File: src/rtl/pmod_ad1_rx.sv
`default_nettype none
// ============================================================================
//  Module   : pmod_ad1_rx
//  Purpose  : Receiver for a dual-channel PmodAD1 (two AD7476A-style ADCs
//             sharing ncs/sclk). On a start request it runs one 16-bit
//             serial frame, captures both channels MSB first, and presents
//             the 12-bit samples with a one-cycle valid pulse. A guaranteed
//             ncs-high quiet time separates consecutive frames.
//  Ports    : clk        - system clock, rising edge only
//             rst        - asynchronous reset, active low
//             start      - conversion request (looked at only when idle)
//             sdata0/1   - serial data from ADC channel 0 / 1
//             ncs        - active-low chip select to the ADCs
//             sclk       - serial clock to the ADCs, idles high
//             data0/1    - last complete 12-bit sample of each channel
//             valid      - one-cycle pulse when data0/data1 update
//             busy       - high while a frame or its quiet time is running
//             frame_err  - leading four bits of the last frame not all zero
//  Revision : 1.0 - initial release
// ============================================================================
module pmod_ad1_rx #(
  parameter int CLK_DIV      = 2,   // sclk half-period in clk cycles, 1..255
  parameter int QUIET_CYCLES = 4    // ncs-high time after a frame, 1..255
) (
  input  logic        clk,
  input  logic        rst,
  input  logic        start,
  input  logic        sdata0,
  input  logic        sdata1,
  output logic        ncs,
  output logic        sclk,
  output logic [11:0] data0,
  output logic [11:0] data1,
  output logic        valid,
  output logic        busy,
  output logic        frame_err
);

  localparam logic [7:0] c_div_last   = 8'(CLK_DIV - 1);
  localparam logic [7:0] c_quiet_last = 8'(QUIET_CYCLES - 1);
  localparam logic [4:0] c_last_bit   = 5'd15;

  typedef enum logic [1:0] {
    S_IDLE  = 2'd0,
    S_CONV  = 2'd1,
    S_QUIET = 2'd2
  } state_t;

  // Registered state
  state_t      r_state;
  logic [7:0]  r_div;      // clk cycles into the current sclk half-period
  logic [4:0]  r_bitcnt;   // captures done in this frame, 0..16
  logic [7:0]  r_qcnt;     // cycles spent in QUIET
  logic        r_ncs;
  logic        r_sclk;
  logic [15:0] r_sh0;
  logic [15:0] r_sh1;
  logic [11:0] r_data0;
  logic [11:0] r_data1;
  logic        r_valid;
  logic        r_busy;
  logic        r_err;

  // Next-state values
  state_t      w_state_nxt;
  logic [7:0]  w_div_nxt;
  logic [4:0]  w_bitcnt_nxt;
  logic [7:0]  w_qcnt_nxt;
  logic        w_ncs_nxt;
  logic        w_sclk_nxt;
  logic [15:0] w_sh0_nxt;
  logic [15:0] w_sh1_nxt;
  logic [11:0] w_data0_nxt;
  logic [11:0] w_data1_nxt;
  logic        w_valid_nxt;
  logic        w_busy_nxt;
  logic        w_err_nxt;

  // Shift-register contents if a bit were captured at this edge
  logic [15:0] w_cap0;
  logic [15:0] w_cap1;

  // The oldest shift-register bit falls out on the next capture and is
  // never read back; the final frame is taken from w_cap* instead.
  logic w_unused_msb;
  assign w_unused_msb = r_sh0[15] ^ r_sh1[15];

  // --------------------------------------------------------------------------
  // State register
  // --------------------------------------------------------------------------
  always_ff @(posedge clk or negedge rst) begin
    if (!rst) begin
      r_state  <= S_IDLE;
      r_div    <= 8'd0;
      r_bitcnt <= 5'd0;
      r_qcnt   <= 8'd0;
      r_ncs    <= 1'b1;
      r_sclk   <= 1'b1;
      r_sh0    <= 16'd0;
      r_sh1    <= 16'd0;
      r_data0  <= 12'd0;
      r_data1  <= 12'd0;
      r_valid  <= 1'b0;
      r_busy   <= 1'b0;
      r_err    <= 1'b0;
    end else begin
      r_state  <= w_state_nxt;
      r_div    <= w_div_nxt;
      r_bitcnt <= w_bitcnt_nxt;
      r_qcnt   <= w_qcnt_nxt;
      r_ncs    <= w_ncs_nxt;
      r_sclk   <= w_sclk_nxt;
      r_sh0    <= w_sh0_nxt;
      r_sh1    <= w_sh1_nxt;
      r_data0  <= w_data0_nxt;
      r_data1  <= w_data1_nxt;
      r_valid  <= w_valid_nxt;
      r_busy   <= w_busy_nxt;
      r_err    <= w_err_nxt;
    end
  end

  // --------------------------------------------------------------------------
  // Next-state and output logic
  // --------------------------------------------------------------------------
  always_comb begin
    w_state_nxt  = r_state;
    w_div_nxt    = r_div;
    w_bitcnt_nxt = r_bitcnt;
    w_qcnt_nxt   = r_qcnt;
    w_sclk_nxt   = r_sclk;
    w_sh0_nxt    = r_sh0;
    w_sh1_nxt    = r_sh1;
    w_data0_nxt  = r_data0;
    w_data1_nxt  = r_data1;
    w_valid_nxt  = 1'b0;
    w_err_nxt    = r_err;
    w_cap0       = {r_sh0[14:0], sdata0};
    w_cap1       = {r_sh1[14:0], sdata1};

    case (r_state)
      S_IDLE: begin
        w_sclk_nxt = 1'b1;
        if (start) begin
          w_state_nxt  = S_CONV;
          w_div_nxt    = 8'd0;
          w_bitcnt_nxt = 5'd0;
          w_sh0_nxt    = 16'd0;
          w_sh1_nxt    = 16'd0;
        end
      end

      S_CONV: begin
        if (r_div == c_div_last) begin
          w_div_nxt  = 8'd0;
          w_sclk_nxt = ~r_sclk;
          // A rising sclk is the sampling point: the ADC changed its
          // output on the preceding falling edge, so the data is stable.
          if (!r_sclk) begin
            w_sh0_nxt    = w_cap0;
            w_sh1_nxt    = w_cap1;
            w_bitcnt_nxt = r_bitcnt + 5'd1;
            // Last capture: publish the sample on the same edge so the
            // result carries no extra pipeline delay.
            if (r_bitcnt == c_last_bit) begin
              w_state_nxt = S_QUIET;
              w_qcnt_nxt  = 8'd0;
              w_sclk_nxt  = 1'b1;
              w_data0_nxt = w_cap0[11:0];
              w_data1_nxt = w_cap1[11:0];
              w_err_nxt   = (|w_cap0[15:12]) | (|w_cap1[15:12]);
              w_valid_nxt = 1'b1;
            end
          end
        end else begin
          w_div_nxt = r_div + 8'd1;
        end
      end

      S_QUIET: begin
        w_sclk_nxt = 1'b1;
        if (r_qcnt == c_quiet_last) begin
          w_state_nxt = S_IDLE;
        end else begin
          w_qcnt_nxt = r_qcnt + 8'd1;
        end
      end

      default: begin
        w_state_nxt = S_IDLE;
        w_sclk_nxt  = 1'b1;
      end
    endcase

    // Chip select and busy follow the state being entered so they are
    // registered alongside it.
    w_ncs_nxt  = (w_state_nxt != S_CONV);
    w_busy_nxt = (w_state_nxt != S_IDLE);
  end

  assign ncs       = r_ncs;
  assign sclk      = r_sclk;
  assign data0     = r_data0;
  assign data1     = r_data1;
  assign valid     = r_valid;
  assign busy      = r_busy;
  assign frame_err = r_err;

endmodule
`default_nettype wire
File: config.mk
export PLATFORM = sky130hd
export DESIGN_NAME = pmod_ad1_rx
export DESIGN_NICKNAME = d
export VERILOG_FILES = /design/src/rtl/pmod_ad1_rx.sv
export SDC_FILE = /design/constraint.sdc
export NUM_CORES = 1
export LEC_CHECK = 0
export CAP_MARGIN = 20
export CORE_ASPECT_RATIO = 0.5
export CORE_MARGIN = 3
export CORE_UTILIZATION = 50
export DETAILED_ROUTE_END_ITERATION = 10
export HOLD_SLACK_MARGIN = 0.12
export PLACE_DENSITY_LB_ADDON = 0.1
export SYNTH_ARGS = -nofsm -noshare
export SYNTH_HDL_FRONTEND = slang
export SYNTH_SLANG_ARGS = --single-unit
File: constraint.sdc
create_clock -name clk -period 1.7 [get_ports clk]
set_input_delay 0.17 -clock clk [delete_from_list [all_inputs] [get_ports clk]]
set_output_delay 0.17 -clock clk [all_outputs]
set_load 0.05 [all_outputs]
## Word level (Yosys, flattened, before mapping)

Index checks and enable logic that the tools add are counted.

- Order comparisons: 0
- Div/mod/pow operators: 0
- Equal/unequal tests: 11
- Add/subtract/negate cells: 3
- Reductions and logical operators: 10
- Bitwise operators: 2
- Mux-type cells: 33
- Shift-type cells: 0
- $mul: 0

Operators by type and width:

| operator | count |
|---|---|
| 15-bit two-way mux | 5 |
| 15-bit case mux with 2 select lines | 2 |
| 8-bit two-way mux | 6 |
| 8-bit case mux with 2 select lines | 2 |
| 8-bit by 1-bit adder with 8-bit output (second input constant) | 2 |
| 5-bit two-way mux | 3 |
| 2-bit two-way mux | 5 |
| 2-bit != test (second input constant) | 5 |
| 5-bit case mux with 2 select lines | 1 |
| 8-bit by 1-bit == test with 1-bit output (second input constant) | 1 |
| 8-bit by 2-bit == test with 1-bit output (second input constant) | 1 |
| 1-bit two-way mux | 8 |
| 4-bit AND reduction | 2 |
| 4-bit OR reduction | 2 |
| 2-bit case mux with 3 select lines | 1 |
| 2-bit nonzero test | 3 |
| 5-bit by 1-bit adder with 5-bit output (second input constant) | 1 |
| 5-bit by 4-bit == test with 1-bit output (second input constant) | 1 |
| 5-bit AND reduction | 1 |
| 2-bit by 1-bit == test with 1-bit output (second input constant) | 1 |
| 2-bit == test (second input constant) | 1 |
| 2-bit logical NOT | 1 |
| 2-bit by 1-bit != test with 1-bit output (second input constant) | 1 |
| 2-bit AND reduction | 1 |
| 2 further kinds | 2 |

- Bits in read-only memories: 0
- Output and inout port bits: 29
- Logic and storage cells: 72
- Memories kept: 0
- RAM bits: 0
- Bits in latches: 0
- Bits in registers: 82
- Input bits: 5

## Longest topological paths before layout

- Depth after elaboration: 6
- Gate-level depth with buffers: 8
- Gate-level depth less buffers: 7

## Worst setup path before layout

OpenSTA, ideal clock, no wires.

- Kind: reg-to-reg
- From: register r_div[1]
- To: register r_sh0[10]
- Library setup time: 0.121 ns
- Path buffers: 1
- Slack: -0.214 ns
- Stages on the path, launching flop included: 8
- Period minus slack after synthesis: 1.914 ns
- Required time: 1.579 ns
- Data arrival time: 1.793 ns
- Path through: dfrtp_1 -> inv_1 -> ha_1 -> or4b_1 -> nor2_4 -> o21ai_2 -> buf_2 -> a22o_1

- Cells in the longest elaborated chain, start to end: 3

RTL lines:

| item | line | text |
|---|---|---|
| from (decl) | 51 | `logic [7:0] r_div;` |
| from (signal assigned) | 108 | `r_div <= w_div_nxt;` |
| 8-bit by 1-bit == test with 1-bit output | 154 | `if (r_div == c_div_last) begin` |
| 2-bit != test (no source line) | n/a |  |
| 4-bit AND reduction (no source line) | n/a |  |
| to (signal assigned) | 113 | `r_sh0 <= w_sh0_nxt;` |
| to (decl) | 56 | `logic [15:0] r_sh0;` |

No other way between the ends.
A chain may end at the register's enable or synchronous reset.

## Worst setup path after layout

- From: register r_qcnt[0]
- To: register r_qcnt[5]

- Cells in the longest elaborated chain, start to end: 3
- Elaborated cells between the ends (all ways): 6
- Those cells by class: add/sub: 1; eq/ne: 2; mux: 2; reduce/logical: 1

RTL lines:

| item | line | text |
|---|---|---|
| from (decl) | 53 | `logic [7:0] r_qcnt;` |
| from (signal assigned) | 110 | `r_qcnt <= w_qcnt_nxt;` |
| 8-bit by 1-bit adder with 8-bit output or 8-bit by 2-bit == test with 1-bit output (tied branches) | 185, 182 |  |
| 8-bit two-way mux or 2-bit != test (tied branches) | n/a |  |
| 8-bit case mux with 2 select lines or 5-bit AND reduction (tied branches) | n/a |  |

Several ways; a longest one is shown, not always the timed one. The select of a mux whose other input is x is not followed.

==> results.toml <==
[grt]
grt_pass1_wl_um = 14800
antenna_found_initial = 0
grt_start_max_net_pins = 41
first_global_vias = 2924
grt-ovfl-total = 0
gr-usage-all-layers_pct = 23.6

[synthesis]
synthSimpleGateAreaFrac_pct = 13.9
largest_family_of_logic_cells_by_synthesized_area = "compound AO/OA/AOI/OAI gates"
post_synth_main_area_contributors = "sky130_fd_sc_hd__dfrtp_1 57%, sky130_fd_sc_hd__o21ai_0 5.0%, sky130_fd_sc_hd__a22o_1 4.5%, sky130_fd_sc_hd__mux2_2 4.5%, sky130_fd_sc_hd__nand2_1 3.4%"
yosys.area.top_type = "sky130_fd_sc_hd__dfrtp_1"
synth-compound-area-share_pct = 15.4
synth_fa_ha_area_share_pct = 1.79
netlist_instances = 308
synth_sequential_area_ratio_pct = 58.7
synth-seq-cells = 82
yosysWarnings = 0
synth_xor_xnor_area_share_pct = 0.751
synth_mux_area_share_pct = 4.50
synth_area_per_cell_sq_um = 11.4
count_of_unique_library_cells_instantiated_by_yosys = 49
synth_area_sq_um = 3500
mappedNetlistNets = 318
netlist.area_leader.share_pct = 57.2

[critical_path]
ff2ff_setup_slack_ns = -0.29
critical_path.endpoint = "r_qcnt[5]$_DFFE_PN0P_"
crit_path_dat_ns = 2.25
critical_path.cell_chain = "ha_2, or4b_4, o41a_1, a21oi_2, inv_2, a31oi_1"
rr_endpoint = "r_qcnt[5]$_DFFE_PN0P_"
cp-end-kind = "flop"
r2r_start = "r_qcnt[0]$_DFFE_PN0P_"
critical_path_class = "reg -> reg"
critical_path_required_ns = 1.96
cp-startpoint = "r_qcnt[0]$_DFFE_PN0P_"
timing.critical_path.slowest_stage_cell = "sky130_fd_sc_hd__or4b_4"
reg2regPathDepth = 6
critPathMaxStageDelay_ns = 0.47
critPathLaunchType = "flop"
cp_max_fo = 6

[placement]
placement.cell_area_sq_um = 4240
gp_congestion = 0.833
detailedPlacementHpwl_um = 5200
numPortBuffers = 33

[floorplan]
floorplan.io_pins = 34
dieArea_sq_um = 8100
floorplan.initialDensity_pct = 54.6
die_width_um = 124
floorplan.core_area_sq_um = 6410
die_h_um = 65.2
placement_rows = 20

[sta]
grt_setup_unrepaired = "yes"
setup_violations = 68
timing_hold_violations_final = 0
max_slew.worst_pin.slew_ns = 0.539
fin_crit_sh_pct = 117
final_max_slew_viol_count = 0
timing.slew.headroom_pct = 64.0
clock-skew-final_ns = 0.00571
max_freq_mhz = 503
final_period_minus_worst_setup_slack_ns = 1.99
final_critical_path_setup_slack_ns = -0.288

[detailed_routing]
route.final.wire_length_um = 9870
wl_per_cell_um = 19.9
detail_route.iter0.violations = 231
route.antenna.remaining_nets = 0
firstDrtPassIters = 5
drc = 0
route.vias.total = 2943
viasPerCell = 5.92

[power]
cell_internal_power_dissipation_uw = 4120
max_vdd_drop_uv = 776
switching_power_uw = 1880
seq_power_share_pct = 40.7
leakage_uw = 0.00243
total_power_after_layout_uw = 6000
power.clock.fraction_pct = 30.7
power.density_nw_per_um2 = 1180
pwr-share-comb_pct = 28.6
power_switching_share_pct = 31.3

[layout]
area_delta_synth_final_pct = 45.0
finish.utilization_pct = 79.2
layout-drive-gt1-share_pct = 38.9
layout_common_cells = "80 x sky130_fd_sc_hd__dfrtp_1, 56 x sky130_fd_sc_hd__buf_4, 26 x sky130_fd_sc_hd__nand2_1"
antennaDiodeCount = 0
fillCellCount = 374
most_common_cell_after_layout_fill_and_taps_aside = "sky130_fd_sc_hd__dfrtp_1"
final_cell_area_sq_um = 5070
num-nets-final = 415

[clock_tree]
clk-insertion-delay-late_ns = 0.34
htreeDepth = 3
clkTransAtPathRegs_ns = 0.06
cts_tree = "yes"
cts-root-buf = "sky130_fd_sc_hd__clkbuf_16"
numCtsBuffers = 9
cts_buffer_depth = 2
tritoncts_num_sinks = 82

[run]
maxCapViolations = 0

[min_path]
timing.hold.worst.class = "in -> async"

[status]
run_status = "finished, violations left"
violations = "setup timing"
[worst max-delay path, delay by kind of cell, from the launching register on]
family,cells,cell delay [ns]
buffers and inverters,1,0.10
adder cells (fa/ha/maj),1,0.21
AND/OR/NAND/NOR,1,0.47
AO/OA/AOI/OAI,3,0.76
flip-flops,1,0.37
[how the worst min path moves through the flow]
stage | from | end | slack [ns] | cells past startpoint
6_report | rst | r_sh1[1]$_DFFE_PN0P_ | 0.25 | 2
2_1_floorplan | rst | busy$_DFF_PN0_ | -0.13 | 0
3_3_place_gp | rst | busy$_DFF_PN0_ | 0.07 | 1
3_5_place_dp | rst | busy$_DFF_PN0_ | 0.08 | 1
4_1_cts | rst | r_qcnt[5]$_DFFE_PN0P_ | 0.25 | 2
5_1_grt | rst | r_qcnt[0]$_DFFE_PN0P_ | 0.28 | 2
[flip-flops by register name (all words and copies together), names as in the netlist]
name,cells
frame_err,1
data1,12
r_sh0,15
r_bitcnt,5
busy,1
data0,12
r_qcnt,8
r_sh1,15
valid,1
sclk,1
r_state,2
r_div,8
ncs,1
[routing by layer]
metal / global-route usage, % / wire length [um]
met2: 39.7 / 4780
met4: 6.69 / 132
met1: 29.7 / 4390
met5: 0 / 0
met3: 7.87 / 567
[layout make-up]
cell class	instances	area, sq um	area share, %
Inverter	19	71.3	1.41
Timing Repair Buffer	100	1020	20.1
Multi-Input combinational cell	193	1540	30.3
Tap cell	88	110	2.17
Sequential cell	82	2050	40.5
Clock buffer	12	256	5.06
Clock inverter	3	23.8	0.469
[synth_stat cells, drive strengths merged]
| cell | instances |
|---|---|
| dfrtp | 80 |
| o21ai | 36 |
| nand2 | 32 |
| a22o | 20 |
| inv | 19 |
| nand4 | 15 |
| mux2 | 14 |
| a31oi | 11 |
| a21oi | 9 |
| buf | 9 |
| nor2 | 9 |
| nand3 | 8 |
| clkbuf | 7 |
| ha | 5 |
| and3 | 4 |
| nor3 | 3 |
| nor4 | 3 |
| dfstp | 2 |
| nand2b | 2 |
| nor2b | 2 |
| nor3b | 2 |
| or4b | 2 |
| xor2 | 2 |
| a211oi | 1 |
| a21o | 1 |
| a41oi | 1 |
| nor4b | 1 |
| o22ai | 1 |
| o311ai | 1 |
| o41a | 1 |
| o41ai | 1 |
| or2 | 1 |
| or2b | 1 |
| or4 | 1 |
| xnor2 | 1 |
[cells by family after synthesis]
group,Yosys count
fa+ha+maj,5
simple gates,86
flops,82
buf+inv,35
compound gates,83
mux,14
xor+xnor,3
[metrics by stage]
step / hold WS, ns / worst slack (ns) / std cells / TNS, ns
after floorplan: -0.126 / -0.160 / 308 / -2.93
after CTS: 0.254 / -0.283 / 490 / -7.23
final: 0.254 / -0.288 / 497 / -10.87
after detailed placement: 0.0763 / -0.296 / 460 / -7.02
after global placement: 0.0683 / -0.189 / 460 / -5.31
after global routing: 0.282 / -0.368 / 497 / -15.22
[power groups by stage]
stage / Combinational, uW / Sequential [uW] / Clock, uW
6_report: 1720 / 2440 / 1840
5_1_grt: 1840 / 2460 / 1940
4_1_cts: 1540 / 2420 / 1860
3_5_place_dp: 1310 / 2440 / 0
3_3_place_gp: 1280 / 2420 / 0
2_1_floorplan: 609 / 2520 / 0
[timing repair]
item | 4_1_cts | 5_1_grt
buffers inserted | 10 | 7
setup endpoints to repair | 58 | 82
resized for setup | 43 | 60
pin swaps | 18 | 36
hold buffers | 1 | 0
hold endpoints to repair | 81 | 0
cloned | 5 | 5
Power figures use the tool's default switching activity.
